<file path="src/rtl/encoder_scan_pkg.sv">
// Shared definitions for the sequential 16-to-4 encoder: widths, FSM encoding, helpers.
// Optional feature macro: ENC_ROUND_ROBIN_EN (round-robin start pointer).
package encoder_scan_pkg;

    localparam int N = 16;
    localparam int W = $clog2(N);

    typedef enum logic {
        IDLE = 1'b0,
        SCAN = 1'b1
    } enc_state_e;

    // True when exactly one bit of v is set.
    function automatic logic is_one_hot(input logic [N-1:0] v);
        return (v != '0) && ((v & (v - N'(1))) == '0);
    endfunction

endpackage

</file>
<file path="src/rtl/encoder_scan_prio_sel.sv">
// Combinational find-first-set over an N-bit request, searching upward from a start
// index and wrapping from N-1 to 0. Reports the winning index and whether any bit was set.
module enc_prio_sel
    import encoder_scan_pkg::*;
(
    input  logic [N-1:0] req,
    input  logic [W-1:0] start,
    output logic [W-1:0] sel,
    output logic         found
);

    // rot[k] is the request bit k places above start; N is a power of two so the add wraps.
    logic [N-1:0] rot;

    generate
        for (genvar gi = 0; gi < N; gi++) begin : g_rot
            logic [W-1:0] src;
            assign src     = start + W'(gi);
            assign rot[gi] = req[src];
        end
    endgenerate

    // Scan from the far end so the nearest set bit is the last one written.
    always_comb begin
        sel   = '0;
        found = 1'b0;
        for (int k = N - 1; k >= 0; k--) begin
            if (rot[k]) begin
                sel   = start + W'(k);
                found = 1'b1;
            end
        end
    end

endmodule

</file>
<file path="src/rtl/encoder_scan.sv">
// Sequential 16-to-4 encoder: accepts a request vector and emits the index of each set bit,
// one per output beat. Define ENC_ROUND_ROBIN_EN for a persistent round-robin start pointer.
module encoder_scan
    import encoder_scan_pkg::*;
(
    input  logic         clk,
    input  logic         rst,
    input  logic         ip_valid,
    output logic         ip_ready,
    input  logic [0:N-1] ip,
    output logic         op_valid,
    input  logic         op_ready,
    output logic [0:W-1] op,
    output logic         op_last,
    output logic         busy
);

    enc_state_e   state_reg, state_next;
    logic [N-1:0] pending_reg, pending_next;
    logic [N-1:0] ip_vec;
    logic [W-1:0] start;
    logic [W-1:0] sel;
    logic         found;
    logic         last;

    // Internal vectors are indexed by request number, independent of the port's bit order.
    generate
        for (genvar gi = 0; gi < N; gi++) begin : g_ip
            assign ip_vec[gi] = ip[gi];
        end
    endgenerate

`ifdef ENC_ROUND_ROBIN_EN
    logic [W-1:0] pointer_reg, pointer_next;
    assign start = pointer_reg;
`else
    assign start = '0;
`endif

    enc_prio_sel u_sel (
        .req   (pending_reg),
        .start (start),
        .sel   (sel),
        .found (found)
    );

    assign last = is_one_hot(pending_reg);

    always_comb begin
        state_next   = state_reg;
        pending_next = pending_reg;
        ip_ready     = 1'b0;
        op_valid     = 1'b0;
        op           = '0;
        op_last      = 1'b0;
        busy         = 1'b0;
`ifdef ENC_ROUND_ROBIN_EN
        pointer_next = pointer_reg;
`endif
        case (state_reg)
            IDLE: begin
                // Held low while rst is asserted so nothing is handed over during reset.
                ip_ready = !rst;
                if (ip_valid && !rst && (ip_vec != '0)) begin
                    pending_next = ip_vec;
                    state_next   = SCAN;
                end
            end
            SCAN: begin
                busy     = 1'b1;
                op_valid = found;
                op       = sel;
                op_last  = found && last;
                if (found && op_ready) begin
                    pending_next[sel] = 1'b0;
`ifdef ENC_ROUND_ROBIN_EN
                    pointer_next = sel + W'(1);
`endif
                    if (last) begin
                        state_next = IDLE;
                    end
                end
            end
            default: begin
                state_next = IDLE;
            end
        endcase
    end

    always_ff @(posedge clk) begin
        if (rst) begin
            state_reg   <= IDLE;
            pending_reg <= '0;
`ifdef ENC_ROUND_ROBIN_EN
            pointer_reg <= '0;
`endif
        end else begin
            state_reg   <= state_next;
            pending_reg <= pending_next;
`ifdef ENC_ROUND_ROBIN_EN
            pointer_reg <= pointer_next;
`endif
        end
    end

endmodule

</file>
<file path="config.mk">
export PLATFORM = sky130hd
export DESIGN_NAME = encoder_scan
export DESIGN_NICKNAME = d
export VERILOG_FILES = /design/src/rtl/encoder_scan_pkg.sv /design/src/rtl/encoder_scan_prio_sel.sv /design/src/rtl/encoder_scan.sv
export SDC_FILE = /design/constraint.sdc
export NUM_CORES = 1
export LEC_CHECK = 0
export CAP_MARGIN = 20
export CORE_AREA = 2 2 83 85
export CTS_CLUSTER_SIZE = 30
export DETAILED_ROUTE_END_ITERATION = 10
export DIE_AREA = 0 0 85 87
export GPL_TIMING_DRIVEN = 0
export PLACE_DENSITY_LB_ADDON = 0.05
export SLEW_MARGIN = 20
export SYNTH_ARGS = -nofsm -noshare
export SYNTH_HDL_FRONTEND = slang
export SYNTH_HIERARCHICAL = 1
export SYNTH_SLANG_ARGS = --single-unit
</file>
<file path="constraint.sdc">
create_clock -name clk -period 3.6 [get_ports clk]
set_input_delay 0.72 -clock clk [delete_from_list [all_inputs] [get_ports clk]]
set_output_delay 0.72 -clock clk [all_outputs]
set_load 0.01 [all_outputs]
</file>
Yosys cells after proc, flatten, opt, wreduce, memory -nomap -nowiden
Cells that the tools add are included.

$lt $le $gt $ge: 2. Reductions and logical operators: 11. Add/subtract/negate cells: 1. Mux-type cells: 46. Bitwise gates (word level): 4. Equality and inequality tests: 2.

Operators with widths (count): $mux W4 (17); $and A16 B16 Y16 (2); $mux W16 (2); $pmux W16 S2 (1); $reduce_bool A16 Y1 (2); $mux W1 (24); $logic_not A16 Y1 (1); $not A16 Y16 (1); $sub A16 B1 Y16 const B (1); $logic_and A1 B1 Y1 (6); $lt A4 B5 Y1 const B (1); $demux W1 S4 (1); $ge A4 B1 Y1 const B (1); $ne A2 B1 Y1 const B (1); $ne A2 B2 Y1 const B (1); $pmux W1 S2 (1); $reduce_and A2 Y1 (1); $logic_not A1 Y1 (1); $not A1 Y1 (1).

Register bits after elaboration: 17. Output and inout bits: 8. Word-level logic and storage cells: 68. Input bits: 20.

Depth between registers and ports, before layout
Depth after elaboration: 24. Depth in mapped cells: 18. Mapped depth without buffers: 13.

By module
The synthesis kept the hierarchy.

By module, submodules not included: enc_prio_sel (times used 1, seq. area each 0.0 um2, cells each 257, area each 2381.0 um2); encoder_scan (times used 1, seq. area each 340.3 um2, cells each 156, area each 1076.0 um2).

Least setup slack after synthesis
No wires, ideal clock.

Path type: register to register. Start: register pending_reg[7]. End: register pending_reg[0]. Stages on the path, launching flop included: 12. Arrival time: 3.206 ns. Required time: 3.526 ns. Path buffers: 2. Setup time: 0.074 ns. Setup slack: 0.319 ns. Clock period less this slack: 3.281 ns. Cell sequence: dfxtp_1 > mux4_2 > mux4_2 > buf_2 > nor4_1 > nor4b_1 > nand3_1 > and2_1 > a22oi_1 > clkbuf_1 > a21oi_1 > o21ai_0.

Elaborated cells between the ends (all ways): 28. Those cells by class: 2 x order compare; 1 x eq/ne; 20 x mux; 2 x bitwise; 3 x reduce/logical.

RTL lines: from (decl) (RTL line encoder_scan.sv:19) `logic [N-1:0] pending_reg, pending_next;`; from (signal assigned) (RTL line encoder_scan.sv:99) `pending_reg <= pending_next;`; $mux W1 (8 in series) (RTL line encoder_scan_prio_sel.sv:28) `if (rot[k]) begin`; via found (RTL line encoder_scan.sv:23) `logic found;`; $logic_and A1 B1 Y1 (RTL line encoder_scan.sv:74) `if (found && op_ready) begin`; $ne A2 B1 Y1 (no source line); $reduce_and A2 Y1 (no source line).

The timed path passes the listed nets, and every way through them passes these cells. The select of a mux whose other input is x is not followed. A chain may end at the register's enable or synchronous reset.

Final worst setup path
Start: register pending_reg[11]. End: output port op[1] in the netlist's numbering.

Cells in the longest elaborated chain, start to end: 13.

Ends and longest elaborated chain: $mux W4 (12 in series) (RTL line encoder_scan_prio_sel.sv:28); via sel[2] (RTL line encoder_scan.sv:22) `logic [W-1:0] sel;`; $mux W4 (RTL line encoder_scan.sv:60) `case (state_reg)`; to (decl) (RTL line encoder_scan.sv:13) `output logic [0:W-1] op,`.

The timed path passes the listed nets, and every way through them passes these cells.

==> flow_metrics.tcl <==
set metrics [dict create \
    tightest_slew_ns 0.6845 \
    postSynthAreaPerCell_sq_um 8.371 \
    final_cell_area_sq_mm 0.004466 \
    hold_path.class "reg -> reg" \
    synth_ff_type "dfxtp_1" \
    worstPathRequired_ns 2.88 \
    initial_core_util_pct 52.63 \
    path_clk_slew_ns 0.06 \
    drt_iter0_markers 298 \
    final_core_util_pct 67.98 \
    grt_pass1_vias 3719 \
    antenna_left 0 \
    cts_hold_buf 0 \
    r2r_end "pending_reg[12]" \
    cts_buffer_depth 2 \
    min_to "pending_reg[14]" \
    h-tree-depth 1 \
    grt_max_degree 14 \
    crit_path_start_kind "flop" \
    wl_per_cell_um 21.42 \
    ys_seq_area_share_pct 9.844 \
    die_h_um 87 \
    vias 3933 \
    crit_fanout 5 \
    yosys_warnings 6 \
    setup_viol 0 \
    final-seq-area_sq_um 372.9 \
    cts_made_buffers 3 \
    cp.arrival_ns 2.86 \
    ir_worst_vdd_mv 0.3056 \
    nNetsFinal 518 \
    p_leak_nw 1.675 \
    gr-total-overflow 0 \
    r2r_slack_ns 0.15 \
    setup_ws_ns 0.01752 \
    firstDrtPassIters 7 \
    slew_headroom_pct 54.37 \
    nFillCells 550 \
    ios 28 \
    synth-edff-count 0 \
    power.density_mw_per_mm2 441.8 \
    largest_register_ffs 16 \
    diodes 0 \
    path_cells "mux4_2, mux2_4, mux2_4, buf_6, buf_6, nand2b_4, o21ai_2, a311oi_2, a31o_2, and2_1, buf_2" \
    whs_path_depth 2 \
    outcome "finished, final reports clean" \
    period_share_pct 99.51 \
    clock_latency_ns 0.26 \
    cts_tree "built" \
    skew_ns 0.004542 \
    critPathSlowestCell "mux4_2" \
    syn_area_sq_mm 0.003457 \
    std_cell_rows 30 \
    final-max-slew-violation-count 0 \
    drive_gt1_share_pct 32.65 \
    hold_start "pending_reg[14]" \
    rr_worst_depth 11 \
    path_class "reg -> out" \
    fmax_mhz 279.1 \
    drc 0 \
    wl_um 12210 \
    io_buffer_count 27 \
    r2r-start "pending_reg[11]" \
    cap_violations 0 \
    endpoint_kind "primary output" \
    placed_area_sq_mm 0.003865 \
    stdcell_count 570 \
    post-place-cells 530 \
    hpwl_um 8473 \
    slowest_delay_ns 0.49 \
    area_delta_synth_final_pct 29.17 \
    fp.dieW_um 85 \
    tns_ns 0 \
    rsz0062_at_grt "true" \
    antenna_found_initial 0 \
    track_usage_pct 32.04 \
    cts_sinks 17 \
    core_sq_mm 0.006569 \
    dieArea_sq_mm 0.007395 \
    layout_min_cycle_time_ns 3.582 \
    finalHoldViolCount 0 \
    finalWeightedCongestion 0.9604 \
    netlist_instances 413 \
    clock-root-buffer "clkbuf_8" \
    vias_per_cell 6.900 \
    multi_input_area_sq_mm 0.003282 \
    synthDistinctLibCells 74 \
    ys_ff_latch 17 \
    postSynth.asyncResetShare_pct 0 \
    post-place-ws_ns -0.5562 \
    grt_pass1_wl_um 18760 \
]
## synthesized netlist by cell type, drive strengths merged, types with 3 or more instances
library cell  instances  area [sq um]
o31ai                 6         45.04
nor3                  8         40.04
o21a                  3         22.52
a21o                  4         30.03
a21oi                36         180.2
buf                   8         58.80
nor2                 19         71.32
dfxtp                17         340.3
o22ai                 4         25.02
nand3                12         60.06
nand4                 3         18.77
nor2b                 6         37.54
mux4                 28         653.1
xor2                  5         51.30
a2111oi               4         47.55
ha                    7         87.58
o211a                 3         30.03
clkbuf               14         52.55
o211ai                3         22.52
or3                   3         18.77
inv                   8         30.03
a211oi                6         50.05
nand2                59         221.5
nor4                  9         56.30
o21ai                25         125.1
xnor2                 8         92.59
mux2i                33         352.8
and2                  9         56.30
mux2                 18         202.7
nand2b                4         32.53
## placed cells by master, fill, tap and decap left out, types with 13 or more instances in the layout
cell type	count
a21oi_1	33
buf_4	36
clkbuf_1	15
clkdlybuf4s50_1	21
mux2_2	13
mux2i_1	17
mux4_2	27
nand2_1	58
nor2_1	18
o21ai_0	23
## how the worst max path moves through the flow
stage | slack (ns) | from | cells after the start | endpoint
6_report | 0.02 | pending_reg[11] | 11 | op[1]
5_1_grt | -0.05 | pending_reg[7] | 9 | op[2]
4_1_cts | 0.02 | pending_reg[11] | 10 | op_last
3_5_place_dp | -0.56 | pending_reg[14] | 9 | op[3]
3_3_place_gp | -0.57 | pending_reg[14] | 9 | op[3]
2_1_floorplan | 0.32 | pending_reg[7] | 11 | pending_reg[0]
## metrics by stage
| step | total power [W] | hold slack (ns) |
|---|---|---|
| CTS | 0.001809 | 0.5479 |
| finish | 0.001973 | 0.5470 |
| detailed placement | 0.001431 | 0.5994 |
| floorplan | 0.001141 | 0.5117 |
| global route | 0.002089 | 0.5801 |
| global placement | 0.001423 | 0.5921 |
## cell families (layout without fill, tap and decap cells)
group,after synthesis,after routing,share of synthesized area (%)
xor+xnor,13,13,4.162
simple gates,143,143,20.45
compound gates,121,121,23.45
other cells,1,11,0.1085
fa+ha+maj,8,8,2.823
buf+inv,31,98,4.198
mux,79,79,34.96
flops,17,17,9.844
## where the power goes
part	switching (W)	internal (W)	total, W
Combinational	0.000817	0.000716	0.00153
Clock	0.0000667	0.0000787	0.000145
Sequential	0.0000744	0.000219	0.000294
## worst max-delay path, delay by kind of cell (launching register included)
kind | cells | cell delay (ns)
buffers and inverters | 3 | 0.37
multiplexers | 3 | 1.11
AO/OA/AOI/OAI | 3 | 0.60
AND/OR/NAND/NOR | 2 | 0.18
flip-flops | 1 | 0.34
## repair_timing
item,4_1_cts,5_1_grt
endpoints found under the setup margin,22,14
gates cloned,0,0
pin swaps,11,8
setup buffers,30,7
gates resized for setup,74,27
## area by class of cell
type                    instances  area share, %
plain buffers                  21          2.382
clock buffers                   4          1.009
inverters                       9         0.7565
multi-input cells             375          73.49
flip-flops and latches         17          8.350
well taps                      80          2.242
repair buffers                 64          11.77
## layer usage
metal | track usage [%] | up-vias | routed length [um]
met5 | 0 | - | 0
met4 | 16.88 | 0 | 601
met3 | 3.128 | 55 | 1067
met2 | 57.10 | 277 | 6005
met1 | 38.14 | 1843 | 4534
li1 | - | 1758 | -
No activity file was read; power rests on OpenSTA's default activity.
